## src/rtl/cmd_issue_sched_pkg.sv

```systemverilog
// cmd_issue_sched_pkg: shared types for the SD command issue scheduler.
// Holds the response-type and command-source encodings, the FSM state type,
// the latched command struct and the fixed auto-command indices.
package cmd_issue_sched_pkg;

  typedef enum logic [1:0] {
    RSP_NONE       = 2'b00,
    RSP_LONG       = 2'b01,
    RSP_SHORT      = 2'b10,
    RSP_SHORT_BUSY = 2'b11
  } rsp_type_e;

  typedef enum logic [1:0] {
    SRC_SW   = 2'd0,
    SRC_AC12 = 2'd1,
    SRC_AC23 = 2'd2
  } cmd_src_e;

  typedef enum logic [1:0] {
    S_IDLE  = 2'd0,
    S_ISSUE = 2'd1,
    S_WAIT  = 2'd2,
    S_DONE  = 2'd3
  } sched_state_e;

  typedef struct packed {
    logic [5:0]  idx;
    logic [31:0] arg;
    rsp_type_e   rsp;
  } cmd_t;

  localparam logic [5:0] CMD12_IDX = 6'd12;
  localparam logic [5:0] CMD23_IDX = 6'd23;

endpackage

```

## src/rtl/cmd_issue_sched_if.sv

```systemverilog
// cmd_issue_sched_if: handshake between the scheduler (master) and the
// SD command engine (slave). cmd is held stable from start until done.
interface cmd_issue_sched_if;
  import cmd_issue_sched_pkg::*;

  logic start;
  cmd_t cmd;
  logic done;
  logic err;

  modport master (output start, output cmd, input done, input err);
  modport slave  (input start, input cmd, output done, output err);
endinterface

```

## src/rtl/cmd_issue_sched_wdog.sv

```systemverilog
// cmd_issue_sched_wdog: per-command completion watchdog.
// Counts cycles while en is high; expire flags the TO_CYCLES-th counted cycle.
module cmd_issue_sched_wdog #(
  parameter int TO_CYCLES = 1024,
  parameter int TO_W      = 11
) (
  input  logic clk_i,
  input  logic rst_ni,
  input  logic clr,
  input  logic en,
  output logic expire
);
  logic [TO_W-1:0] cnt;

  assign expire = en && (cnt == TO_W'(TO_CYCLES - 1));

  // Cleared before every wait so each command gets the full budget; saturates at expiry
  always_ff @(posedge clk_i or negedge rst_ni) begin
    if (!rst_ni)              cnt <= '0;
    else if (clr)             cnt <= '0;
    else if (en && !expire)   cnt <= cnt + 1'b1;
  end
endmodule

```

## src/rtl/cmd_issue_sched.sv

```systemverilog
// cmd_issue_sched: arbitrates software, Auto CMD12 and (optionally) Auto CMD23
// onto the single SD command engine, drives command inhibit and watchdogs
// each command. Optional feature macro: SDHCI_AUTO_CMD23_EN (Auto CMD23).
module cmd_issue_sched
  import cmd_issue_sched_pkg::*;
#(
  parameter int TO_CYCLES = 1024,
  parameter int TO_W      = 11
) (
  input  logic              clk_i,
  input  logic              rst_ni,
  input  logic              sw_valid_i,
  output logic              sw_ready_o,
  input  logic [5:0]        sw_idx_i,
  input  logic [31:0]       sw_arg_i,
  input  rsp_type_e         sw_rsp_i,
  input  logic              ac12_req_i,
  input  logic              ac23_req_i,
  input  logic [15:0]       blk_cnt_i,
  cmd_issue_sched_if.master eng,
  output logic              inhibit_o,
  output logic              sw_done_o,
  output logic              ac_done_o,
  output logic              ac_err_o,
  output logic              wdog_o
);
  sched_state_e state;
  cmd_src_e     src;
  logic ac12_pend, ac23_pend, ac12_any, ac23_any;
  logic grant_ac12, grant_ac23, grant_sw, wdog_exp;

  // A request pulse arriving in IDLE competes in the same cycle as the sticky flags
  assign ac12_any   = ac12_pend | ac12_req_i;
  assign grant_ac12 = (state == S_IDLE) & ac12_any;
  assign grant_ac23 = (state == S_IDLE) & ~ac12_any & ac23_any;
  assign grant_sw   = (state == S_IDLE) & ~ac12_any & ~ac23_any & sw_valid_i;

  // Ready must coincide with the grant cycle, so it is decoded from registered state
  assign sw_ready_o = grant_sw;

  // Sticky CMD12 request; on grant only a second, newer pulse survives
  always_ff @(posedge clk_i or negedge rst_ni) begin
    if (!rst_ni)         ac12_pend <= 1'b0;
    else if (grant_ac12) ac12_pend <= ac12_pend & ac12_req_i;
    else                 ac12_pend <= ac12_pend | ac12_req_i;
  end

`ifdef SDHCI_AUTO_CMD23_EN
  assign ac23_any = ac23_pend | ac23_req_i;

  // Sticky CMD23 request, same merge/re-arm rule as CMD12
  always_ff @(posedge clk_i or negedge rst_ni) begin
    if (!rst_ni)         ac23_pend <= 1'b0;
    else if (grant_ac23) ac23_pend <= ac23_pend & ac23_req_i;
    else                 ac23_pend <= ac23_pend | ac23_req_i;
  end
`else
  logic unused_ac23;
  assign unused_ac23 = ^{ac23_req_i, blk_cnt_i};
  assign ac23_pend   = 1'b0;
  assign ac23_any    = 1'b0;
`endif

  cmd_issue_sched_wdog #(.TO_CYCLES(TO_CYCLES), .TO_W(TO_W)) u_wdog (
    .clk_i  (clk_i),
    .rst_ni (rst_ni),
    .clr    (state == S_ISSUE),
    .en     (state == S_WAIT),
    .expire (wdog_exp)
  );

  // Command sequencer: grant, start, wait for completion or watchdog, report
  always_ff @(posedge clk_i or negedge rst_ni) begin
    if (!rst_ni) begin
      state     <= S_IDLE;
      src       <= SRC_SW;
      eng.start <= 1'b0;
      eng.cmd   <= '0;
      inhibit_o <= 1'b0;
      sw_done_o <= 1'b0;
      ac_done_o <= 1'b0;
      ac_err_o  <= 1'b0;
      wdog_o    <= 1'b0;
    end else begin
      eng.start <= 1'b0;
      sw_done_o <= 1'b0;
      ac_done_o <= 1'b0;
      ac_err_o  <= 1'b0;
      wdog_o    <= 1'b0;
      case (state)
        S_IDLE: begin
          if (grant_ac12 | grant_ac23 | grant_sw) begin
            state     <= S_ISSUE;
            eng.start <= 1'b1;
            inhibit_o <= 1'b1;
          end
          if (grant_ac12) begin
            src     <= SRC_AC12;
            eng.cmd <= '{idx: CMD12_IDX, arg: 32'h0, rsp: RSP_SHORT_BUSY};
          end else if (grant_ac23) begin
            src     <= SRC_AC23;
            eng.cmd <= '{idx: CMD23_IDX, arg: {16'h0, blk_cnt_i}, rsp: RSP_SHORT};
          end else if (grant_sw) begin
            src     <= SRC_SW;
            eng.cmd <= '{idx: sw_idx_i, arg: sw_arg_i, rsp: sw_rsp_i};
          end
        end
        S_ISSUE: state <= S_WAIT;
        S_WAIT: begin
          // A completion in the expiry cycle takes precedence over the watchdog
          if (eng.done) begin
            state <= S_DONE;
            if (src == SRC_SW) sw_done_o <= 1'b1;
            else begin
              ac_done_o <= 1'b1;
              ac_err_o  <= eng.err;
            end
          end else if (wdog_exp) begin
            state     <= S_IDLE;
            inhibit_o <= 1'b0;
            wdog_o    <= 1'b1;
            ac_err_o  <= (src != SRC_SW);
          end
        end
        default: begin
          state     <= S_IDLE;
          inhibit_o <= 1'b0;
        end
      endcase
    end
  end
endmodule

```

## src/flat_wrapper.sv

```systemverilog
// flat-port wrapper written by rule: the top's interface ports become plain ports
module cmd_issue_sched_flat import cmd_issue_sched_pkg::*;
#(
  parameter int TO_CYCLES = 1024,
  parameter int TO_W      = 11
)
  (clk_i, rst_ni, sw_valid_i, sw_ready_o, sw_idx_i, sw_arg_i, sw_rsp_i, ac12_req_i, ac23_req_i, blk_cnt_i, inhibit_o, sw_done_o, ac_done_o, ac_err_o, wdog_o, eng_start, eng_cmd, eng_done, eng_err);
  cmd_issue_sched_if eng_i ();
  input  logic clk_i;
  input  logic rst_ni;
  input  logic sw_valid_i;
  output logic sw_ready_o;
  input  logic [5:0] sw_idx_i;
  input  logic [31:0] sw_arg_i;
  input  rsp_type_e sw_rsp_i;
  input  logic ac12_req_i;
  input  logic ac23_req_i;
  input  logic [15:0] blk_cnt_i;
  output logic inhibit_o;
  output logic sw_done_o;
  output logic ac_done_o;
  output logic ac_err_o;
  output logic wdog_o;
  output wire logic [$bits(eng_i.start)-1:0] eng_start;
  output wire logic [$bits(eng_i.cmd)-1:0] eng_cmd;
  input wire logic [$bits(eng_i.done)-1:0] eng_done;
  input wire logic [$bits(eng_i.err)-1:0] eng_err;
  assign eng_start = eng_i.start;
  assign eng_cmd = eng_i.cmd;
  assign eng_i.done = eng_done;
  assign eng_i.err = eng_err;
  cmd_issue_sched #(.TO_CYCLES(TO_CYCLES), .TO_W(TO_W)) u_core (.clk_i(clk_i), .rst_ni(rst_ni), .sw_valid_i(sw_valid_i), .sw_ready_o(sw_ready_o), .sw_idx_i(sw_idx_i), .sw_arg_i(sw_arg_i), .sw_rsp_i(sw_rsp_i), .ac12_req_i(ac12_req_i), .ac23_req_i(ac23_req_i), .blk_cnt_i(blk_cnt_i), .eng(eng_i), .inhibit_o(inhibit_o), .sw_done_o(sw_done_o), .ac_done_o(ac_done_o), .ac_err_o(ac_err_o), .wdog_o(wdog_o));
endmodule
```

## config.mk

```make
export PLATFORM = sky130hd
export DESIGN_NAME = cmd_issue_sched_flat
export DESIGN_NICKNAME = d
export VERILOG_FILES = /design/src/rtl/cmd_issue_sched_pkg.sv /design/src/rtl/cmd_issue_sched_if.sv /design/src/rtl/cmd_issue_sched_wdog.sv /design/src/rtl/cmd_issue_sched.sv /design/src/flat_wrapper.sv
export SDC_FILE = /design/constraint.sdc
export NUM_CORES = 1
export LEC_CHECK = 0
export BUFFER_PORTS_ARGS = -buffer_cell sky130_fd_sc_hd__buf_2
export CAP_MARGIN = 20
export CORE_ASPECT_RATIO = 0.8
export CORE_MARGIN = 3
export CORE_UTILIZATION = 50
export DETAILED_ROUTE_END_ITERATION = 10
export PLACE_DENSITY = 0.91
export SLEW_MARGIN = 20
export SYNTH_ARGS = -nofsm -noshare
export SYNTH_HDL_FRONTEND = slang
export SYNTH_SLANG_ARGS = --single-unit
export TNS_END_PERCENT = 100
```

## constraint.sdc

```tcl
create_clock -name clk_i -period 3 [get_ports clk_i]
set_input_delay 0.3 -clock clk_i [delete_from_list [all_inputs] [get_ports clk_i]]
set_output_delay 0.3 -clock clk_i [all_outputs]
set_load 0.1 [all_outputs]
```

# Word level (Yosys, flattened, before mapping)
# Index checks and enable logic that the tools add are counted.
[op_classes]
muxes = 30
eq_ne = 7
n_bitwise = 8
reduce_logical = 11
addsub = 1
[op_table]
columns = ["operator", "n"]
rows = [
  ["$mux 40", 2],
  ["$mux 11", 2],
  ["$mux 1", 19],
  ["$add 11x1->11 const B", 1],
  ["$eq 11x10->1 const B", 1],
  ["$mux 2", 5],
  ["$pmux 2 s3", 1],
  ["$reduce_bool 2->1", 3],
  ["$and 1x1->1", 4],
  ["$logic_not 2->1", 2],
  ["$ne 2x2->1 const B", 2],
  ["$reduce_and 2->1", 2],
  ["$reduce_and 4->1", 1],
  ["$ne 3x2->1 const B", 1],
  ["$pmux 1 s3", 1],
  ["$eq 2x1->1 const B", 1],
  ["$eq 2x2->1 const B", 1],
  ["$logic_and 1x1->1", 2],
  ["$ne 2x1->1 const B", 1],
  ["$not 1->1", 2],
  ["$or 1x1->1", 2],
  ["$logic_not 1->1", 1],
]
[totals]
regBits = 62
output_inout_bits = 47
wordCells = 70
inputBits = 63

# Logic depth before layout (Yosys ltp)
[logic_depth]
depth_word = 7
ltp_mapped = 6
mapped_depth_nobuf = 5

# By module
# A second synthesis with hierarchy kept.
[hier_totals]
cells_unflattened = 199
hier_area_um2 = 2586.2
[modules_own_cells]
columns = ["module", "n_inst", "seq_area_each_um2", "area_each_um2", "cells_each"]
rows = [
  ["cmd_issue_sched", 1, 1251.2, 1848.0, 126],
  ["cmd_issue_sched_wdog", 1, 275.3, 738.2, 73],
]

# Least setup slack after synthesis
# Ideal clock, no wire load.
[synth_path]
path_kind = "reg-to-output"
start = "reg u_core.state[1]"
end = "out sw_ready_o"
path_buffers = 1
required_time_ns = 2.700
stages_incl_launch_ff = 5
arrival_ns = 1.585
setup_slack_ns = 1.115
cell_sequence = "dfrtp_1 -> nor2_1 -> nand2_1 -> nor3_4 -> buf_2"
[synth_via]
elab_chain_cells = 3
[synth_lines]
columns = ["element", "line", "text"]
rows = [
  ["start, declared", "cmd_issue_sched.sv:27", "sched_state_e state;"],
  ["start signal, assigned", "cmd_issue_sched.sv:75", "state <= S_IDLE;"],
  ["start signal, assigned", "cmd_issue_sched.sv:93", "state <= S_ISSUE;"],
  ["start signal, assigned", "cmd_issue_sched.sv:108", "S_ISSUE: state <= S_WAIT;"],
  ["$logic_not 2->1", "cmd_issue_sched.sv:36", "assign grant_sw = (state == S_IDLE) & ~ac12_any & ~ac23_any & sw_valid_i;"],
  ["$and 1x1->1 (2 in series)", "cmd_issue_sched.sv:36", ""],
  ["end, declared", "flat_wrapper.sv:12", "output logic sw_ready_o;"],
]
# Every way passes these cells.

# Worst setup path in the final report
# Same ends and word-level chain as after synthesis.

==> key figures <==
Placement
  – Area after DPL: around 3000 um2
  – Port Buf Inserts: around 90
  – Worst slack, placed: approximately 1000 ps
  – Placer Congestion: approximately 0.75
  – HPWL Detailed: a little over 4000 um

STA
  – PnR worst setup slack: 971 ps
  – Actual slew at the worst max-slew pin: ~900 ps
  – Worst Skew: 4.65 ps
  – Final slew viol count: 0
  – Setup violators final: 0
  – Period utilization: 0.676
  – Max Clk Rate: about 490 MHz
  – Slew HR: 0.400
  – Setup_tns: 0 ps
  – Final hold viol count: 0
  – Min cycle time layout: 2030 ps
  – RSZ-0062 raised after global routing: false

Logic synthesis
  – Ys Warns: 0
  – Post-synth EDFFs: 0
  – Ys async rst share: 1.00
  – Net Count, Synth: 300
  – Post-Synthesis Cells: approximately 240
  – Synth top area cells: dfrtp_1, nand2_1, a22o_1, a21oi_1, nand3_1
  – Synth top area share: 0.610
  – Sequential fraction of the synthesis area: 0.610
  – Flops & latches, synth: roughly 60
  – Dominant cell type by area after synthesis: dfrtp_1
  – Most used flip-flop cell after synthesis: dfrtp_1
  – Syn Std Cell Area: between 2000 and 3000 um2
  – Post-Syn Area per Cell: 10.6 um2
  – Synth cell types: 34

Clocking
  – Clock Latency Late Sink: about 330 ps
  – # hold bufs at CTS: 0
  – Post-cts sizing count: 0
  – H-tree levels: 3
  – CTS Buffer Depth: 2
  – Setup Fix Bufs, Post-CTS: 0
  – CTS Buf Count: 9
  – Worst-path clk slew: ~60 ps
  – Total clock sinks: about 60
  – Root Buffer: clkbuf_8
  – CTS tree: built

Floorplanning
  – Cell Rows: 22
  – Die H: 69.3 um
  – Die width: 85.1 um
  – Core footprint: roughly 4700 um2
  – Total Die Area: 5890 um2
  – IO Pins: 110
  – Starting Density: 0.532

Outcome
  – Status: completed

Critical path
  – Worst path bufs/invs: 2
  – Setup crit start: u_core.state[1]
  – Critical-path cell list: nor2_1, nand2_1, nor3_4, buf_4, buf_12
  – Worst path required time: roughly 2700 ps
  – R2R Setup Slk: between 1000 and 1500 ps
  – Worst-path fanout max: 19
  – Slowest stage cell, crit path: dfrtp_1
  – CP Data Arrival Time: 1730 ps
  – Worst path max stage delay: between 400 and 500 ps
  – Kind of start point of the critical path: flop
  – Worst setup EP type: output pin
  – CP top delay family: simple AND/OR/NAND/NOR gates
  – R2R depth: 5
  – Crit Path Class: flop to output pin
  – RR Startpoint: u_core.u_wdog.cnt[0]
  – R2r endpoint: u_core.u_wdog.cnt[1]

Detailed routing
  – Starting DRT DRC Count: about 110
  – Routed wire length: roughly 5800 um
  – Wire per inst: between 10 and 15 um
  – DR pass1 iterations: 4
  – Post-DRT Antenna Nets: 0
  – Vias per Instance: between 5 and 6
  – DR DRC count: 0
  – Routed vias: ~2200

Finish
  – Final Util: 0.696
  – Antenna cells: 0
  – Final nets: 397
  – Most common cell after layout, fill and taps aside: buf_2
  – Most frequent cells in the layout: buf_2, dfrtp_1, nand2_1, a21oi_1, a22o_1
  – P&R area growth vs syn: 30.8%
  – Post-route cell area: approximately 3300 um2
  – Share of cells above drive strength 1: 0.352

Run
  – Max_cap viols: 0

Global route
  – Initial antenna violation count: 0
  – Vias in the first global route: 2047
  – Total GRT Usage: 0.206
  – Total gr overflow: 0
  – Largest net degree at the start of global routing: 42
  – Global-route wire length before repair: 9650 um

Worst hold path
  – Min-delay worst type: input port to asynchronous set/reset pin
==> Yosys cell counts, drive strengths merged, types with 2 or more instances <==
master	count
dfrtp	61
nand2	57
a21oi	21
a22o	18
nand3	11
clkbuf	7
and3	6
buf	6
nor3	6
o21ai	6
or4	4
a21boi	3
inv	3
nor2	3
nor4	3
o31ai	3
mux2i	2
nand2b	2
nand3b	2
nand4	2
o211ai	2
==> registers in the layout, indices dropped and copies added (netlist names) <==
name,count
u_core.ac12_pend,1
u_core.ac_done_o,1
u_core.ac_err_o,1
u_core.eng.cmd,40
u_core.eng.start,1
u_core.inhibit_o,1
u_core.src,1
u_core.state,2
u_core.sw_done_o,1
u_core.u_wdog.cnt,11
u_core.wdog_o,1
==> metal layers <==
layer / vias up / global-route usage / routed length [um]
li1: 1038 / - / -
met1: 1032 / 0.269 / 2460
met2: 98 / 0.331 / 2850
met3: 7 / 0.0606 / 454
met4: 0 / 0.0685 / 74
met5: - / 0 / 0
==> final cells by class <==
| cell class | instances | area, um2 |
|---|---|---|
| flip-flops and latches | 61 | 1530 |
| fillers | 378 | 1430 |
| multi-input cells | 159 | 908 |
| repair buffers | 99 | 528 |
| clock buffers | 12 | 155 |
| well taps | 60 | 75.1 |
| clock inverters | 4 | 70.1 |
| inverters | 3 | 11.3 |
==> kinds of logic (layout without fill, tap and decap cells) <==
kind of cell             count (synthesis)  count (layout)  synth area share
multiplexers                             2               2           0.00800
adder cells (fa/ha/maj)                  1               1           0.00500
flip-flops                              61              61             0.610
AO/OA/AOI/OAI                           58              58             0.159
buffers and inverters                   16             118            0.0270
AND/OR/NAND/NOR                         98              98             0.191
==> how the worst max path moves through the flow <==
stage / end / slack (ps) / cells past startpoint
detailed placement: u_core.u_wdog.cnt[1] / 1050 / 5
floorplan: sw_ready_o / 1110 / 4
global route: sw_ready_o / 790 / 5
finish: sw_ready_o / 970 / 5
CTS: sw_ready_o / 960 / 5
global placement: u_core.u_wdog.cnt[1] / 1090 / 5
==> through the flow <==
| step | hold slack, ps | cells |
|---|---|---|
| detailed placement | 479 | 382 |
| CTS | 116 | 398 |
| global placement | 459 | 382 |
| finish | 96.2 | 398 |
| floorplan | 4.41 | 236 |
| global route | 152 | 398 |
Power is not shown: default switching activity piles up to over one toggle a cycle in this logic, so the estimate is an artifact.
